===== src/rtl/superbug_sound.sv =====
// Super Bug discrete-sound replacement.
// Three voices (motor triangle, decaying crash noise, skid noise) are mixed into a
// 6-bit level that drives a first-order sigma-delta DAC. Everything runs on Clk6.
module superbug_sound #(
  parameter int unsigned PRESCALE    = 64,   // Clk6 cycles per sound tick, power of two
  parameter int unsigned DECAY_TICKS = 2048  // ticks per crash amplitude step, power of two
) (
  input  logic       Clk6,
  input  logic       Reset_n,
  input  logic [7:0] DBus,
  input  logic       MotorSnd_n,
  input  logic       CrashSnd_n,
  input  logic       SkidSnd_n,
  input  logic       Attract,
  output logic [5:0] Audio_Level,
  output logic       Audio_O
);

  localparam int unsigned PW = $clog2(PRESCALE);
  localparam int unsigned DW = $clog2(DECAY_TICKS);
  localparam logic [PW-1:0] PresLast  = PW'(PRESCALE - 1);
  localparam logic [DW-1:0] DecayLast = DW'(DECAY_TICKS - 1);
  localparam logic [15:0]   LfsrSeed  = 16'hACE1;

  // ---------------------------------------------------------------------------
  // Tick generation
  // ---------------------------------------------------------------------------
  logic [PW-1:0] presc_q;
  logic          tick;

  assign tick = (presc_q == PresLast);

  // Free-running prescaler; wraps naturally because PRESCALE is a power of two.
  always_ff @(posedge Clk6 or negedge Reset_n) begin
    if (!Reset_n) begin
      presc_q <= '0;
    end else begin
      presc_q <= presc_q + PW'(1);
    end
  end

  // ---------------------------------------------------------------------------
  // Strobe edge detection
  // ---------------------------------------------------------------------------
  logic motor_prev_q;
  logic crash_prev_q;
  logic motor_load;
  logic crash_load;

  // A load fires only on the first low cycle, so long strobes load exactly once.
  assign motor_load = ~MotorSnd_n & motor_prev_q;
  assign crash_load = ~CrashSnd_n & crash_prev_q;

  // Remember last strobe levels; idle-high after reset so no spurious load.
  always_ff @(posedge Clk6 or negedge Reset_n) begin
    if (!Reset_n) begin
      motor_prev_q <= 1'b1;
      crash_prev_q <= 1'b1;
    end else begin
      motor_prev_q <= MotorSnd_n;
      crash_prev_q <= CrashSnd_n;
    end
  end

  // ---------------------------------------------------------------------------
  // Motor voice
  // ---------------------------------------------------------------------------
  logic [3:0]  speed_q;
  logic [15:0] phase_q;
  logic [15:0] phase_inc;
  logic [3:0]  motor_tri;

  // 40 + 24*speed spans 40..400 per tick.
  assign phase_inc = 16'd40 + 16'(speed_q) * 16'd24;
  assign motor_tri = phase_q[15] ? ~phase_q[14:11] : phase_q[14:11];

  // Speed latch; a load on a tick edge leaves that tick's add with the old speed.
  always_ff @(posedge Clk6 or negedge Reset_n) begin
    if (!Reset_n) begin
      speed_q <= '0;
    end else if (motor_load) begin
      speed_q <= DBus[3:0];
    end
  end

  // Phase accumulator advances once per tick, wrapping mod 2^16.
  always_ff @(posedge Clk6 or negedge Reset_n) begin
    if (!Reset_n) begin
      phase_q <= '0;
    end else if (tick) begin
      phase_q <= phase_q + phase_inc;
    end
  end

  // ---------------------------------------------------------------------------
  // Noise source
  // ---------------------------------------------------------------------------
  logic [15:0] lfsr_q;
  logic        lfsr_fb;

  // Taps 16,14,13,11 counted from the output end of a right-shifting register.
  assign lfsr_fb = lfsr_q[0] ^ lfsr_q[2] ^ lfsr_q[3] ^ lfsr_q[5];

  // Fibonacci LFSR shifted once per tick; non-zero seed keeps it off the lock-up state.
  always_ff @(posedge Clk6 or negedge Reset_n) begin
    if (!Reset_n) begin
      lfsr_q <= LfsrSeed;
    end else if (tick) begin
      lfsr_q <= {lfsr_fb, lfsr_q[15:1]};
    end
  end

  // ---------------------------------------------------------------------------
  // Crash amplitude with stepwise decay
  // ---------------------------------------------------------------------------
  logic [3:0]    amp_q;
  logic [DW-1:0] decay_q;

  // A load takes priority over a coinciding decay wrap and restarts the decay period.
  always_ff @(posedge Clk6 or negedge Reset_n) begin
    if (!Reset_n) begin
      amp_q   <= '0;
      decay_q <= '0;
    end else if (crash_load) begin
      amp_q   <= DBus[3:0];
      decay_q <= '0;
    end else if (tick) begin
      decay_q <= decay_q + DW'(1);
      if ((decay_q == DecayLast) && (amp_q != 4'd0)) begin
        amp_q <= amp_q - 4'd1;
      end
    end
  end

  // ---------------------------------------------------------------------------
  // Mixer
  // ---------------------------------------------------------------------------
  logic [3:0] motor_v;
  logic [3:0] crash_v;
  logic [3:0] skid_v;
  logic [5:0] level_d;
  logic [5:0] level_q;

  // Gate the voices and sum them; 15+15+14 fits in 6 bits.
  always_comb begin
    motor_v = Attract ? 4'd0 : motor_tri;
    crash_v = lfsr_q[0] ? amp_q : 4'd0;
    skid_v  = (!Attract && !SkidSnd_n) ? {lfsr_q[3:1], 1'b0} : 4'd0;
    level_d = {2'b00, motor_v} + {2'b00, crash_v} + {2'b00, skid_v};
  end

  // Mix register, updated every cycle.
  always_ff @(posedge Clk6 or negedge Reset_n) begin
    if (!Reset_n) begin
      level_q <= '0;
    end else begin
      level_q <= level_d;
    end
  end

  assign Audio_Level = level_q;

  // ---------------------------------------------------------------------------
  // First-order sigma-delta DAC
  // ---------------------------------------------------------------------------
  logic [5:0] dac_q;
  logic [6:0] dac_sum;
  logic       out_q;

  assign dac_sum = {1'b0, dac_q} + {1'b0, level_q};

  // The accumulator carry is the bitstream: density = level / 64.
  always_ff @(posedge Clk6 or negedge Reset_n) begin
    if (!Reset_n) begin
      dac_q <= '0;
      out_q <= 1'b0;
    end else begin
      dac_q <= dac_sum[5:0];
      out_q <= dac_sum[6];
    end
  end

  assign Audio_O = out_q;

endmodule

===== config.mk =====
export PLATFORM = sky130hd
export DESIGN_NAME = superbug_sound
export DESIGN_NICKNAME = d
export VERILOG_FILES = /design/src/rtl/superbug_sound.sv
export SDC_FILE = /design/constraint.sdc
export NUM_CORES = 1
export LEC_CHECK = 0
export ABC_CLOCK_PERIOD_IN_PS = 4800
export BUFFER_PORTS_ARGS = -buffer_cell sky130_fd_sc_hd__buf_2
export CAP_MARGIN = 40
export CELL_PAD_IN_SITES_DETAIL_PLACEMENT = 1
export CELL_PAD_IN_SITES_GLOBAL_PLACEMENT = 2
export CORE_UTILIZATION = 43
export DETAILED_ROUTE_END_ITERATION = 12
export PLACE_DENSITY_LB_ADDON = 0.1
export SLEW_MARGIN = 20
export SYNTH_ARGS = -nofsm -noshare
export SYNTH_HDL_FRONTEND = slang
export SYNTH_SLANG_ARGS = --single-unit

===== constraint.sdc =====
create_clock -name Clk6 -period 4.8 [get_ports Clk6]
set_input_delay 0.96 -clock Clk6 [delete_from_list [all_inputs] [get_ports Clk6]]
set_output_delay 0.96 -clock Clk6 [all_outputs]
set_load 0.05 [all_outputs]

==> results.md, run 1 <==
- Post-CTS Resized: 0
- Cell taking the most area after synthesis: dfrtp_1
- ANT nets after route: 0
- Setup ws final: 1.86 ns
- Sequential area share after synthesis: 48.3%
- Final hold vios: 0
- Hold path cells: 1
- Initial antenna violation count: 0
- Layout Cells excl Fill: 475
- Endpoints failing setup: 0
- Vias post-DR: 2382
- Pwr Total: 1.35 mW
- Drt wl/cell: 14.3 um
- Top-count cell post-synth: nand2_1
- Crit path required time: 5.07 ns
- IO buf count: 16
- Num Clock Sinks: 69
- Synth top area share: 41.0%
- Worst R2R Path Depth: 11
- Initial DRC count: 51
- Placed Instances: 459
- Synth cell types: 39
- Core area: 0.00793 mm2
- Post-synthesis register bit count: 69
- P_leak: 2.06 nW
- RSZ-0062 raised after global routing: false
- CTS tree: yes
- Setup tns final: 0 ns
- Synth top area cells: dfrtp_1 (41%), ha_1 (10%), nand2_1 (7.6%)
- Slew @ Worst Pin: 0.526 ns
- Total track usage: 19.1%
- GPL Wtd Cong: 0.737
- First-pass GRT wire length: 12.6 mm
- Async set-reset flop share out of synthesis: 100%
- GRT overflow: 0
- Initial Util: 45.4%
- # diodes: 0
- CP startpoint: speed_q[1]$_DFFE_PN0P_
- Cell Pwr Density: 332 mW/mm2
- Critical hold path startpoint: presc_q[0]$_DFF_PN0_
- Row count: 32
- Status: finished, final reports clean
- Worst setup EP type: flip-flop
- Die width: 93.5 um
- Die Span Y: 93.5 um
- Mean Syn Cell Area: 10.4 um2
- Peak supply drop: 0.168 mV
- Clk buf depth: 2
- Critical path class: flip-flop to flip-flop
- Syn nets: 395
- Total CTS buffers: 9
- RR Endpoint: phase_q[10]$_DFFE_PN0N_
- Largest net degree at the start of global routing: 32
- Ratio of cells with drive above 1 in the final layout: 14.7%
- Slew HR: 64.9%
- Crit share post-route: 61.3%
- Synth Warn #: 0
- Number of I/O pins: 21
- Worst Hold Path EP: presc_q[0]$_DFF_PN0_
- Placed Area: 0.00382 mm2
- Fmax: 340 MHz
- Type of origin of the critical path: flip-flop
- Prevailing post-synth register cell: dfrtp_1
- Clock-pin transition on the worst setup and hold timing paths: 0.08 ns
- H-tree depth: 3
- Worst Hold Slack: 0.452 ns
- Drt pass-1 iters: 4
- Cell area after synthesis: 0.00360 mm2
- Max Cap Viol: 0
- Pre-CTS WS: 1.85 ns
- Post-route core utilization: 51.2%
- HP Class: flip-flop to flip-flop
- Syn Inst Count: 345
- Post-synth EDFFs: 0
- Vias in the first global route: 2635
- Reg2reg setup slack: 1.86 ns
- Clock Skews: 0.0113 ns
- # hold bufs at CTS: 0
- Minimum clock period: 2.94 ns
- Worst Path Arrival: 3.21 ns
- Hpwl dp: 5.00 mm
- Drt drc: 0
- WL final: 6.78 mm
- Post-synth top cells: nand2_1 (73), dfrtp_1 (59), ha_1 (29)
- Critical path fanouts, max: 4
- Final net count: 418
- Post-CTS Setup Bufs: 0
- Design area: 0.00406 mm2
- Max Slew Vio Count: 0
- Vias/cell: 5.01
- Clock root buffer: clkbuf_8
- Syn-to-layout area delta: 12.9%
- Clk Latency, worst-skew pair: 0.35 ns
- RR Startpoint: speed_q[1]$_DFFE_PN0P_
- DIE AREA: 0.00874 mm2
-- worst max-delay path: stages, from the launching register on --
cell,delay (ns)
dfrtp_1,0.43
ha_1,0.23
fa_1,0.48
inv_1,0.04
ha_1,0.26
inv_1,0.06
fa_1,0.47
a211oi_1,0.24
nor2_1,0.10
o21a_1,0.21
o21ai_0,0.20
xnor2_1,0.14
-- cells by family after synthesis --
group	share of synthesized area, %
flops	48.3
buf+inv	2.89
compound gates	6.61
fa+ha+maj	14.0
mux	2.16
xor+xnor	9.50
simple gates	16.5
-- state kept, by name, indices dropped and copies added, names as in the netlist --
register and cells:
crash_prev_q 1, Audio_Level 6, motor_prev_q 1, speed_q 4, decay_q 11, lfsr_q 16
phase_q 13, Audio_O 1, presc_q 6, amp_q 4, dac_q 6
-- metal layers --
layer | track usage (%) | vias up | share of wire [%]
li1 | - | 1172 | -
met1 | 24.2 | 1178 | 46
met2 | 32.2 | 22 | 50
met3 | 4.39 | 10 | 2.2
met4 | 6.54 | 0 | 1.4
met5 | 0 | - | 0
-- layout by cell type, fill, tap and decap left out, types with 3 or more instances in the layout --
cell type and n:
and4_1 4, o21ai_1 4, mux2_2 4, a211oi_1 3, bufinv_16 3, ha_1 29
and2_1 5, a21oi_1 8, inv_1 19, o21ai_0 11, nand2_1 73, a21o_1 7
dfrtp_1 59, nand3_1 7, fa_1 7, xnor2_1 27, dfstp_2 10, buf_2 16
nor2_1 21, nor2b_1 4, xor2_1 12, clkbuf_8 10
-- worst max path at each step --
| stage | end | slack [ns] | depth (start not counted) |
|---|---|---|---|
| after detailed placement | phase_q[14]$_DFFE_PN0N_ | 1.85 | 11 |
| after CTS | phase_q[10]$_DFFE_PN0N_ | 1.82 | 11 |
| after global routing | phase_q[14]$_DFFE_PN0N_ | 1.57 | 11 |
| final | phase_q[10]$_DFFE_PN0N_ | 1.86 | 11 |
| after floorplan | phase_q[14]$_DFFE_PN0N_ | 2.03 | 11 |
| after global placement | phase_q[10]$_DFFE_PN0N_ | 1.86 | 11 |
-- power by group --
part	total, mW	leakage (nW)	internal (mW)	switching, mW
clock network	0.574	0.121	0.359	0.215
registers	0.605	0.886	0.593	0.0116
logic	0.169	1.06	0.0746	0.0943
total	1.35	2.06	1.03	0.321
-- area by class of cell --
type,instances,area [um2]
clock inverters,4,95.1
repair buffers,20,130
inverters,19,71.3
well taps,102,128
clock buffers,12,145
flip-flops and latches,69,1740
fillers,897,3860
multi-input cells,249,1750
Note: power is estimated with default switching activity, not from simulation.
==> inputs of run 2 (changes only) <==
--- a/config.mk
+++ b/config.mk
@@ -5,12 +5,12 @@
 export SDC_FILE = /design/constraint.sdc
 export NUM_CORES = 1
 export LEC_CHECK = 0
-export ABC_CLOCK_PERIOD_IN_PS = 4800
+export ABC_CLOCK_PERIOD_IN_PS = 2800
 export BUFFER_PORTS_ARGS = -buffer_cell sky130_fd_sc_hd__buf_2
 export CAP_MARGIN = 40
 export CELL_PAD_IN_SITES_DETAIL_PLACEMENT = 1
 export CELL_PAD_IN_SITES_GLOBAL_PLACEMENT = 2
-export CORE_UTILIZATION = 43
+export CORE_UTILIZATION = 40
 export DETAILED_ROUTE_END_ITERATION = 12
 export PLACE_DENSITY_LB_ADDON = 0.1
 export SLEW_MARGIN = 20
==> constraint.sdc (replaced) <==
create_clock -name Clk6 -period 2.8 [get_ports Clk6]
set_input_delay 0.56 -clock Clk6 [delete_from_list [all_inputs] [get_ports Clk6]]
set_output_delay 0.56 -clock Clk6 [all_outputs]
set_load 0.05 [all_outputs]
==> run 2 against run 1 <==
Effect of this change:
- utilization fell by 3.2 points
- routed wire length grew 0.80%
- maximum frequency increased by 7.5%
- cell count increased by 2.7%
- first-iteration DRC count fell by 53%
- via count up 2.4%
- register-to-register slack got worse by 1.8 ns
- global-route usage shrank 2.8 points
- worst hold slack got worse by 0.26 ns
- setup slack lost 1.8 ns
- critical endpoint is now phase_q[14]$_DFFE_PN0N_
- highest routed layer unchanged
==> results.md, run 2 (synthesis results as in run 1) <==
- Status: finished, final reports clean
- CP cell instances: buf_6 > fa_1 > inv_2 > ha_4 > inv_2 > fa_2 > a211oi_2 > nor2_1 > o21a_1 > o2111ai_2 > xnor2_1
- Commonest non-fill, non-tap cell in the layout: nand2_1
- Crit share post-route: 97.7% (+36 points)
- Clock-pin transition on the worst setup and hold timing paths: 0.08 ns (about the same)
- Placed Area: 0.00387 mm2 (+1.2%)
- Max Cap Viol: 0 (unchanged)
- Biggest register: lfsr_q
- Clock root buffer: clkbuf_8
- Largest net degree at the start of global routing: 46 (+44%)
- Die Span Y: 96.8 um (+3.6%)
- First-pass GRT wire length: 12.2 mm (-3.7%)
- ANT nets after route: 0 (unchanged)
- CTS tree: yes
- Setup tns final: 0 ns (unchanged)
- IO buf count: 16 (unchanged)
- Minimum clock period: 2.74 ns (-0.205 ns)
- Critical path class: flip-flop to flip-flop
- Initial Util: 41.2% (-4.1 points)
- Initial antenna violation count: 0 (unchanged)
- Critical path fanouts, max: 3 (-1)
- Vias post-DR: 2438 (+2.4%)
- Drt wl/cell: 14.0 um (-1.9%)
- Endpoints failing setup: 0 (unchanged)
- Post-route core utilization: 48.0% (-3.2 points)
- Die width: 96.8 um (+3.6%)
- Reg2reg setup slack: 0.06 ns (-1.80 ns)
- Max Slew Vio Count: 0 (unchanged)
- Drt drc: 0 (unchanged)
- Buf+Inv Stages, Crit Path: 3 (+1)
- # hold bufs at CTS: 0 (unchanged)
- Peak supply drop: 0.295 mV (+76%)
- Core area: 0.00872 mm2 (+10%)
- Vias in the first global route: 2693 (+2.2%)
- Total CTS buffers: 9 (unchanged)
- Crit path required time: 3.07 ns (-2.00 ns)
- Setup ws final: 0.0637 ns (-1.80 ns)
- Final net count: 425 (+1.7%)
- Pre-CTS WS: -0.0469 ns (-1.89 ns)
- HP Class: input port to asynchronous set/reset pin
- Slew HR: 61.4% (-3.5 points)
- DIE AREA: 0.00938 mm2 (+7.3%)
- Fmax: 365 MHz (+7.5%)
- Pwr Total: 2.35 mW (+74%)
- Cell Pwr Density: 560 mW/mm2 (+69%)
- Worst R2R Path Depth: 11 (unchanged)
- Worst Hold Slack: 0.196 ns (-0.255 ns)
- RR Startpoint: speed_q[1]$_DFFE_PN0P_
- Slowest stage delay, CP: 0.54 ns (+0.06 ns)
- Number of I/O pins: 21 (unchanged)
- Hpwl dp: 4.83 mm (-3.5%)
- # diodes: 0 (unchanged)
- Type of origin of the critical path: flip-flop
- RR Endpoint: phase_q[14]$_DFFE_PN0N_
- Worst Path Arrival: 3.01 ns (-0.20 ns)
- Clock Skews: 0.00901 ns (-0.00229 ns)
- GPL Wtd Cong: 0.762 (+3.4%)
- Most frequent cells in the layout: nand2_1 (73), dfrtp_1 (59), xnor2_1 (27), ha_1 (23), nor2_1 (21)
- Clk Latency, worst-skew pair: 0.35 ns (about the same)
- Drt pass-1 iters: 4 (unchanged)
- Final hold vios: 0 (unchanged)
- Critical path's most frequent cell: inv_2
- H-tree depth: 3 (unchanged)
- Initial DRC count: 24 (-53%)
- Num Clock Sinks: 69 (unchanged)
- WL final: 6.84 mm (+0.80%)
- Layout Cells excl Fill: 488 (+2.7%)
- P_leak: 2.08 nW (+0.68%)
- Slowest-stage cell, CP: fa_1
- Crit-path leading delay family: adder cells
- Max reg flops: 16 (unchanged)
- Biggest regs: lfsr_q x16, phase_q x13, decay_q x11
- RSZ-0062 raised after global routing: true
- GRT overflow: 0 (unchanged)
- Worst setup EP type: flip-flop
- Slew @ Worst Pin: 0.579 ns (+0.0523 ns)
- Clk buf depth: 2 (unchanged)
- Placed Instances: 471 (+2.6%)
- Vias/cell: 5.00 (-0.38%)
- Design area: 0.00419 mm2 (+3.1%)
- Row count: 34 (+6.3%)
- Ratio of cells with drive above 1 in the final layout: 20.3% (+5.5 points)
- Syn-to-layout area delta: 16.5%
- Total track usage: 16.3% (-2.8 points)
## run 2: cell types whose count changed in the layout (fill, tap and decap cells not counted), moves of 2 or more
cell and change:
o21ai_0 -4, a211oi_2 +2, ha_1 -6, inv_1 -2, clkinvlp_4 +2, buf_4 +7
clkbuf_1 -2, o21ai_1 +4, ha_4 +6, a211oi_1 -2, clkinv_2 +2, inv_2 +2
## run 2: layout make-up
type	instances	area, um2
Tap cell	108	135
Clock buffer	9	124
Timing Repair Buffer	27	179
Inverter	19	71.3
Fill cell	987	4530
Clock inverter	7	90.1
Sequential cell	69	1740
Multi-Input combinational cell	249	1850
## run 2: how the worst max path moves through the flow
stage | start | end | cells after the start
after floorplan | speed_q[1]$_DFFE_PN0P_ | phase_q[14]$_DFFE_PN0N_ | 11
after global placement | speed_q[0]$_DFFE_PN0P_ | phase_q[14]$_DFFE_PN0N_ | 11
after detailed placement | speed_q[0]$_DFFE_PN0P_ | phase_q[10]$_DFFE_PN0N_ | 11
after CTS | speed_q[0]$_DFFE_PN0P_ | phase_q[13]$_DFFE_PN0N_ | 12
after global routing | speed_q[2]$_DFFE_PN0P_ | phase_q[14]$_DFFE_PN0N_ | 12
final | speed_q[1]$_DFFE_PN0P_ | phase_q[14]$_DFFE_PN0N_ | 11
## run 2: timing repair
item	CTS	global route
endpoints found under the setup margin	7	8
gates resized for setup	6	13
pin swaps	1	14
endpoints found under the hold margin	0	0
setup buffers	0	1
gates cloned	0	0
## run 2: worst reg2reg max path: cells and delay by family (launching register included)
kind	cells	cell delay, ns
AO/OA/AOI/OAI	3	0.66
XOR/XNOR	1	0.13
adder cells (fa/ha/maj)	3	1.14
buffers and inverters	3	0.24
flip-flops	1	0.42
AND/OR/NAND/NOR	1	0.08
## run 2: where the power goes
group / internal, mW / leakage, nW / switching [mW] / total [mW]
combinational: 0.219 / 1.09 / 0.199 / 0.419
clock: 0.496 / 0.105 / 0.393 / 0.889
sequential: 1.02 / 0.886 / 0.0207 / 1.04
## run 2: routing by layer
metal	global-route usage [%]	vias to the layer above	share of wire [%]
met5	0	-	0
met4	6.20	0	1.4
met3	4.05	10	2.5
met2	28.9	21	52
met1	18.8	1216	44
li1	-	1191	-
